## config.mk

```make
export PLATFORM = sky130hd
export DESIGN_NAME = det_matrix_loader
export DESIGN_NICKNAME = d
export VERILOG_FILES = /design/src/rtl/det_pkg.sv /design/src/rtl/det_settle_timer.sv /design/src/rtl/det_matrix_loader.sv
export SDC_FILE = /design/constraint.sdc
export NUM_CORES = 1
export LEC_CHECK = 0
export ABC_AREA = 1
export CAP_MARGIN = 20
export CORE_ASPECT_RATIO = 1.75
export CORE_UTILIZATION = 28
export DETAILED_ROUTE_END_ITERATION = 8
export PLACE_DENSITY = 0.53
export SYNTH_ARGS = -nofsm -noshare
export SYNTH_HDL_FRONTEND = slang
export SYNTH_SLANG_ARGS = --single-unit
```

## constraint.sdc

```tcl
create_clock -name clk -period 2.6 [get_ports clk]
set_clock_uncertainty 0.15 [all_clocks]
set_input_delay 0.65 -clock clk [delete_from_list [all_inputs] [get_ports clk]]
set_output_delay 0.65 -clock clk [all_outputs]
set_load 0.01 [all_outputs]
```

## src/rtl/det_pkg.sv

```systemverilog
// Shared constants, state encoding and sizing helper for the determinant loader path.
package det_pkg;

  localparam int DEF_DATA_W = 8;
  localparam int DEF_N      = 5;
  localparam int ELEMS      = DEF_N * DEF_N;

  typedef enum logic [1:0] {
    ST_LOAD   = 2'd0,
    ST_SETTLE = 2'd1,
    ST_OUT    = 2'd2
  } state_e;

  function automatic int idx_w(input int elems);
    return (elems <= 1) ? 1 : $clog2(elems);
  endfunction

endpackage

```

## src/rtl/det_settle_timer.sv

```systemverilog
// 4-bit settle down-counter: load value, decrement while enabled, flag at zero.
module det_settle_timer (
  input  logic       clk,
  input  logic       rst_n,
  input  logic       load_i,
  input  logic [3:0] load_val_i,
  input  logic       en_i,
  output logic       zero_o
);

  logic [3:0] cnt_q;
  logic [3:0] cnt_d;

  // Parks at zero so a stray enable can never wrap the count.
  always_comb begin
    cnt_d = cnt_q;
    if (load_i) begin
      cnt_d = load_val_i;
    end else if (en_i && (cnt_q != 4'd0)) begin
      cnt_d = cnt_q - 4'd1;
    end
  end

  always_ff @(posedge clk) begin
    if (!rst_n) begin
      cnt_q <= 4'd0;
    end else begin
      cnt_q <= cnt_d;
    end
  end

  assign zero_o = (cnt_q == 4'd0);

endmodule

```

## src/rtl/det_matrix_loader.sv

```systemverilog
// Serial front end of the 5x5 determinant unit. States: LOAD collects elements |
// SETTLE holds mat_flat while the determinant settles | OUT presents the captured result.
module det_matrix_loader
  import det_pkg::*;
#(
  parameter int DATA_W        = DEF_DATA_W,
  parameter int N             = DEF_N,
  parameter int SETTLE_CYCLES = 4
) (
  input  logic                  clk,
  input  logic                  rst_n,
  input  logic                  in_valid,
  output logic                  in_ready,
  input  logic [DATA_W-1:0]     in_data,
  input  logic                  in_last,
  output logic [N*N*DATA_W-1:0] mat_flat,
  input  logic [DATA_W-1:0]     det_res,
  output logic                  out_valid,
  input  logic                  out_ready,
  output logic [DATA_W-1:0]     out_data,
  output logic                  frame_err,
  output logic                  busy
);

  localparam int         NUM_EL    = N * N;
  localparam int         IDX_W     = idx_w(NUM_EL);
  localparam logic [3:0] SETTLE_LD = 4'(SETTLE_CYCLES - 1);

  state_e                  state_q;
  logic [IDX_W-1:0]        idx_q;
  logic [N*N*DATA_W-1:0]   mat_q;
  logic [DATA_W-1:0]       out_data_q;
  logic                    out_valid_q;
  logic                    frame_err_q;

  logic is_tail;
  logic accept;
  logic frame_done;
  logic tmr_zero;

  assign is_tail    = (idx_q == IDX_W'(NUM_EL - 1));
  assign accept     = (state_q == ST_LOAD) && in_valid;
  assign frame_done = accept && is_tail && in_last;

  det_settle_timer u_timer (
    .clk        (clk),
    .rst_n      (rst_n),
    .load_i     (frame_done),
    .load_val_i (SETTLE_LD),
    .en_i       (state_q == ST_SETTLE),
    .zero_o     (tmr_zero)
  );

  always_ff @(posedge clk) begin
    if (!rst_n) begin
      state_q     <= ST_LOAD;
      idx_q       <= '0;
      mat_q       <= '0;
      out_data_q  <= '0;
      out_valid_q <= 1'b0;
      frame_err_q <= 1'b0;
    end else begin
      frame_err_q <= 1'b0;
      case (state_q)
        ST_LOAD: begin
          if (in_valid) begin
            mat_q[int'(idx_q)*DATA_W +: DATA_W] <= in_data;
            if (is_tail && in_last) begin
              idx_q   <= '0;
              state_q <= ST_SETTLE;
            end else if (is_tail || in_last) begin
              // Malformed frame: keep what was written, restart at element 0.
              idx_q       <= '0;
              frame_err_q <= 1'b1;
            end else begin
              idx_q <= idx_q + 1'b1;
            end
          end
        end
        ST_SETTLE: begin
          if (tmr_zero) begin
            out_data_q  <= det_res;
            out_valid_q <= 1'b1;
            state_q     <= ST_OUT;
          end
        end
        ST_OUT: begin
          if (out_ready) begin
            out_valid_q <= 1'b0;
            state_q     <= ST_LOAD;
          end
        end
        default: state_q <= ST_LOAD;
      endcase
    end
  end

  assign in_ready  = (state_q == ST_LOAD);
  assign busy      = (state_q == ST_SETTLE) || (state_q == ST_OUT);
  assign mat_flat  = mat_q;
  assign out_valid = out_valid_q;
  assign out_data  = out_data_q;
  assign frame_err = frame_err_q;

endmodule

```

# Word-level counts from Yosys, hierarchy flattened
# Cells that the tools add are included.
dict set report op_classes {
  add_sub_neg 3
  n_eq_ne 7
  n_shift 2
  muxes 14
  bitwise_logic 3
  reduce_logical 18
}
# operator n
set ops {}
lappend ops {{$bwmux 200} 1}
lappend ops {{$shift 8x33->200 const A} 1}
lappend ops {{$shiftx 8x33->200} 1}
lappend ops {{$neg 8->33} 1}
lappend ops {{$mux 2} 6}
lappend ops {{$mux 5} 2}
lappend ops {{$ne 2x2->1 const B} 3}
lappend ops {{$pmux 2 s3} 1}
lappend ops {{$add 5x1->5 const B} 1}
lappend ops {{$eq 5x5->1 const B} 1}
lappend ops {{$logic_and 1x1->1} 5}
lappend ops {{$logic_not 4->1} 1}
lappend ops {{$reduce_and 2->1} 2}
lappend ops {{$reduce_and 4->1} 1}
lappend ops {{$reduce_bool 2->1} 2}
lappend ops {{$reduce_bool 4->1} 1}
lappend ops {{$reduce_or 4->1} 1}
lappend ops {{$sub 4x1->4 const B} 1}
lappend ops {{$mux 1} 3}
lappend ops {{$not 1->1} 3}
lappend ops {{$reduce_and 3->1} 1}
lappend ops {{$eq 2x1->1 const B} 1}
lappend ops {{$eq 2x2->1 const B} 1}
lappend ops {{$logic_not 2->1} 1}
lappend ops {{other kinds (4)} 5}
dict set report totals {
  regBits 221
  inputBits 21
  word_cells 55
}

# Depth between registers and ports, before layout
dict set report depth {
  ltp_word 5
  ltp_mapped 15
}

# Hierarchy
# Synthesis repeated with hierarchy kept, for this count alone.
dict set report unflattened {
  cells_unflattened 1681
  area_unflattened_um2 11033.1
}
# module instances cells_each area_each_um2
set by_module_without_submodules {}
lappend by_module_without_submodules {det_matrix_loader 1 1640 10759.1}
lappend by_module_without_submodules {det_settle_timer 1 41 274.0}

# Worst setup path before layout
# Ideal clock, no wire load.
dict set report synth_timing {
  path_kind {register -> register}
  start {register idx_q[0]}
  end {register mat_q[148], in the netlist mat_flat[148]}
  setup_ns 0.064
  t_arrival_ns 2.421
  required_ns 2.386
  slack_ns -0.035
  path_stages_with_launch 14
  period_less_slack_ns 2.635
  cell_sequence {dfxtp_1 -> inv_2 -> clkbuf_1 -> ha_1 -> nand2_1 -> nor2_1 -> ha_1 -> inv_1 -> clkbuf_1 -> buf_1 -> nand3_1 -> nand3_1 -> nand2_1 -> nor2_1}
}
dict set report synth_between {
  elab_chain_len 3
  elab_cells_between_ends 4
  classes_between {add/sub (1); shift (2); mux (1)}
}
# element line_no
set synth_rtl {}
lappend synth_rtl {{start: declaration} det_matrix_loader.sv:30} ;# logic [IDX_W-1:0] idx_q;
lappend synth_rtl {{start signal: assignment} det_matrix_loader.sv:76} ;# idx_q <= idx_q + 1'b1;
lappend synth_rtl {{$neg 8->33 (*)} det_matrix_loader.sv:67} ;# mat_q[int'(idx_q)*DATA_W +: DATA_W] <= in_data;
lappend synth_rtl {{$shiftx 8x33->200 or $shift 8x33->200 (tied branches)} det_matrix_loader.sv:67}
lappend synth_rtl {{$bwmux 200 (*)} det_matrix_loader.sv:67}
lappend synth_rtl {{end signal: indexed assignment} det_matrix_loader.sv:67}
lappend synth_rtl {{end: declaration} det_matrix_loader.sv:31} ;# logic [N*N*DATA_W-1:0] mat_q;
# Every way passes the cells marked *; elsewhere a longest branch is shown, timed or not.
# A chain may end at the register's enable or synchronous reset.

# Final worst setup path
dict set report layout_timing {
  start {register state_q[0]}
  end {output port in_ready}
}
dict set report layout_between {
  elab_chain_len 1
}
# element line_no
set layout_rtl {}
lappend layout_rtl {{start: declaration} det_matrix_loader.sv:29} ;# state_e state_q;
lappend layout_rtl {{start signal: assignment} det_matrix_loader.sv:56} ;# state_q <= ST_LOAD;
lappend layout_rtl {{start signal: assignment} det_matrix_loader.sv:70} ;# state_q <= ST_SETTLE;
lappend layout_rtl {{start signal: assignment} det_matrix_loader.sv:84} ;# state_q <= ST_OUT;
lappend layout_rtl {{$logic_not 2->1} det_matrix_loader.sv:98} ;# assign in_ready = (state_q == ST_LOAD);
lappend layout_rtl {{end: declaration} det_matrix_loader.sv:13} ;# output logic in_ready,
# No other way between the ends.

==> impl_metrics.ini <==
[routing]
routed_wl_um = 40700
firstDrtPassIters = 5
drc = 0
antenna_left = 0
vias = 11400
first_iter_violations = 636
wl_per_cell_um = 16.3
via_per_inst = 4.57

[clock_tree]
h-tree-depth = 1
cts_hold_buf = 0
clk_path_buf_depth = 3
cts.sinks = 221
clkTransAtPathRegs_ns = 0.06
cts_tree = built
root_buffer = clkbuf_16
insertion_delay_ns = 0.53
numCtsBuffers = 23

[floorplan]
initial_core_util = 0.284
rows = 95
core_mm2 = 0.0385
die_area_mm2 = 0.0399
io_pins = 233
die_h_um = 264
dieWidth_um = 151

[critical_path]
reg2reg_depth = 14
arrival_ns = 1.70
slowest_stage = clkdlybuf4s50_1
crit_type = reg -> out
cp-startpoint = state_q[0]$_SDFFE_PN0P_
endpoint = in_ready
reg2reg_from = idx_q[1]$_SDFFE_PN0P_
end_kind = output port
path_cells = inv_1, ha_4, clkdlybuf4s50_1
r2r_setup_slack_ns = 0.18
max_stage_delay_ns = 0.54
critPathMaxFanout = 5
r2r_end = mat_flat[125]$_SDFFE_PN0P_
worstPathRequired_ns = 1.80
startpoint_type = flop

[global_route]
grt_use_total = 0.203
grt_first_pass_wirelength_um = 61300
grt-ovfl-total = 0
antenna_found_initial = 0
grt_pass1_vias = 10800
grt_max_degree = 82

[logic_synthesis]
synth_area_per_cell_um2 = 6.28
yosys_warnings = 0
ys_types = 26
yosys.area.top_type = dfxtp_1
ys_ff_latch = 221
synthTopCellsByArea = dfxtp_1, nand2_1, nor2_1
syn_area_mm2 = 0.0109
synthCells = 1743
synth_top_area_share = 0.404
syn-num-nets = 1771
ys_seq_area_frac = 0.404

[power_and_ir_drop]
powerDensity_mw_per_mm2 = 667
leakage_nw = 6.28
total_power_mw = 10.1
vdd_ir_drop_max_v = 0.000454

[min_path]
holdPathStages = 2
hold_class = reg -> reg

[timing]
max_freq_ghz = 0.399
hold_violations = 0
fin_crit_ns = 2.50
setup_viol = 0
max-slew-margin-rel = 0.608
rsz0062_at_grt = no
slew_viol_final = 0
fin_ws_ns = 0.0954
fin_crit_sh = 0.963
worst_pin_slew_ns = 0.584

[cells_and_area]
diodes = 0
layout-area-overhead-vs-synth_pct = 38.9
num-fill-cells = 4180
drive_above_1_share = 0.0931
fin_util = 0.395
layout.nets = 2032

[placement]
io_buffers = 232
place_ws_ns = -0.0625
place_congestion = 0.877
hpwl_um = 31000

[run]
drv_cap = 0

[outcome]
outcome = finished, final reports clean
power breakdown:
part,internal [mW],switching [mW]
Combinational,1.04,2.20
Sequential,3.49,0.0617
Clock,1.88,1.45
state kept, by name, indices dropped and copies added (netlist names):
name           count
mat_flat         200
out_data           8
idx_q              5
u_timer.cnt_q      4
state_q            2
frame_err          1
out_valid          1
per-layer routing:
metal / routed length (µm) / track usage / vias up
li1: - / - / 5875
met1: 14400 / 0.207 / 5147
met2: 22400 / 0.392 / 324
met3: 1860 / 0.0227 / 85
met4: 2070 / 0.106 / 0
met5: 0 / 0 / -
area by class of cell:
class	instances	area [µm²]	share of cell area
multi-input combinational	1178	5210	0.343
inverter	240	906	0.0596
clock inverter	10	110	0.00725
tap	485	607	0.0399
timing repair buffer	340	3320	0.218
clock buffer	30	622	0.0409
sequential	221	4430	0.291
critical path: cells and delay by family (launching register included):
kind / cells / cell delay (ns)
adders and majority gates: 1 / 0.18
buffers and inverters: 2 / 0.67
DFF: 1 / 0.33
synthesized netlist by cell type:
library cell	instances
nand4_1	27
ha_1	7
nor2_2	8
nor2_1	368
inv_2	9
dfxtp_1	221
nor3_1	18
buf_2	47
buf_4	9
nand2_4	1
nand2_2	2
a21oi_1	43
nor2_4	8
o21ai_0	41
buf_1	9
clkinv_1	1
clkbuf_1	39
a211oi_1	2
nand3_4	1
xor2_1	3
inv_1	230
o21ai_1	19
nand3_2	3
nor3_2	1
nand3_1	222
nand2_1	404
how the worst min path moves through the flow:
stage | from | end | slack, ns
6_report | out_data[0]$_SDFFE_PN0P_ | out_data[0]$_SDFFE_PN0P_ | 0.30
5_1_grt | out_data[7]$_SDFFE_PN0P_ | out_data[7]$_SDFFE_PN0P_ | 0.32
4_1_cts | out_data[0]$_SDFFE_PN0P_ | out_data[0]$_SDFFE_PN0P_ | 0.30
3_5_place_dp | out_data[3]$_SDFFE_PN0P_ | out_data[3]$_SDFFE_PN0P_ | 0.29
3_3_place_gp | out_data[4]$_SDFFE_PN0P_ | out_data[4]$_SDFFE_PN0P_ | 0.28
2_1_floorplan | u_timer.cnt_q[2]$_SDFFE_PP0P_ | u_timer.cnt_q[2]$_SDFFE_PP0P_ | 0.30
placed cells by master (no fill, tap or decap), types with 7 or more instances in the layout:
| cell | n |
|---|---|
| dfxtp_1 | 220 |
| inv_1 | 228 |
| inv_2 | 10 |
| nor3_1 | 18 |
| nor2_2 | 7 |
| o21ai_1 | 19 |
| nand4_1 | 27 |
| o21ai_0 | 41 |
| nand2_1 | 404 |
| buf_12 | 15 |
| nand3_1 | 220 |
| nor2_4 | 12 |
| clkdlybuf4s50_1 | 230 |
| a21oi_1 | 43 |
| buf_4 | 94 |
| nor2_1 | 365 |
| clkbuf_16 | 23 |
metrics by stage:
step | std cells | cell area, µm² | TNS, ns | hold slack (ns)
after floorplan | 1743 | 10900 | 0 | 0.300
after global placement | 2462 | 14400 | -0.0206 | 0.284
after detailed placement | 2462 | 14400 | -0.249 | 0.291
after CTS | 2502 | 15100 | 0 | 0.303
after global routing | 2504 | 15200 | 0 | 0.316
final | 2504 | 15200 | 0 | 0.302
what timing repair did:
action / 4_1_cts / 5_1_grt
pin swaps: 0 / 4
setup buffers: 0 / 2
setup endpoints to repair: 2 / 178
endpoints found under the hold margin: 0 / 0
resized for setup: 2 / 14
cell families (layout without fill, tap and decap cells):
| kind of cell | count (synthesis) | after routing | share of synthesized area |
|---|---|---|---|
| AND/OR/NAND/NOR | 1063 | 1063 | 0.410 |
| buffers and inverters | 344 | 620 | 0.126 |
| flip-flops | 221 | 221 | 0.404 |
| AO/OA/AOI/OAI | 105 | 105 | 0.0485 |
| adder cells (fa/ha/maj) | 7 | 7 | 0.00800 |
| XOR/XNOR | 3 | 3 | 0.00240 |
Power figures use the tool's default switching activity.
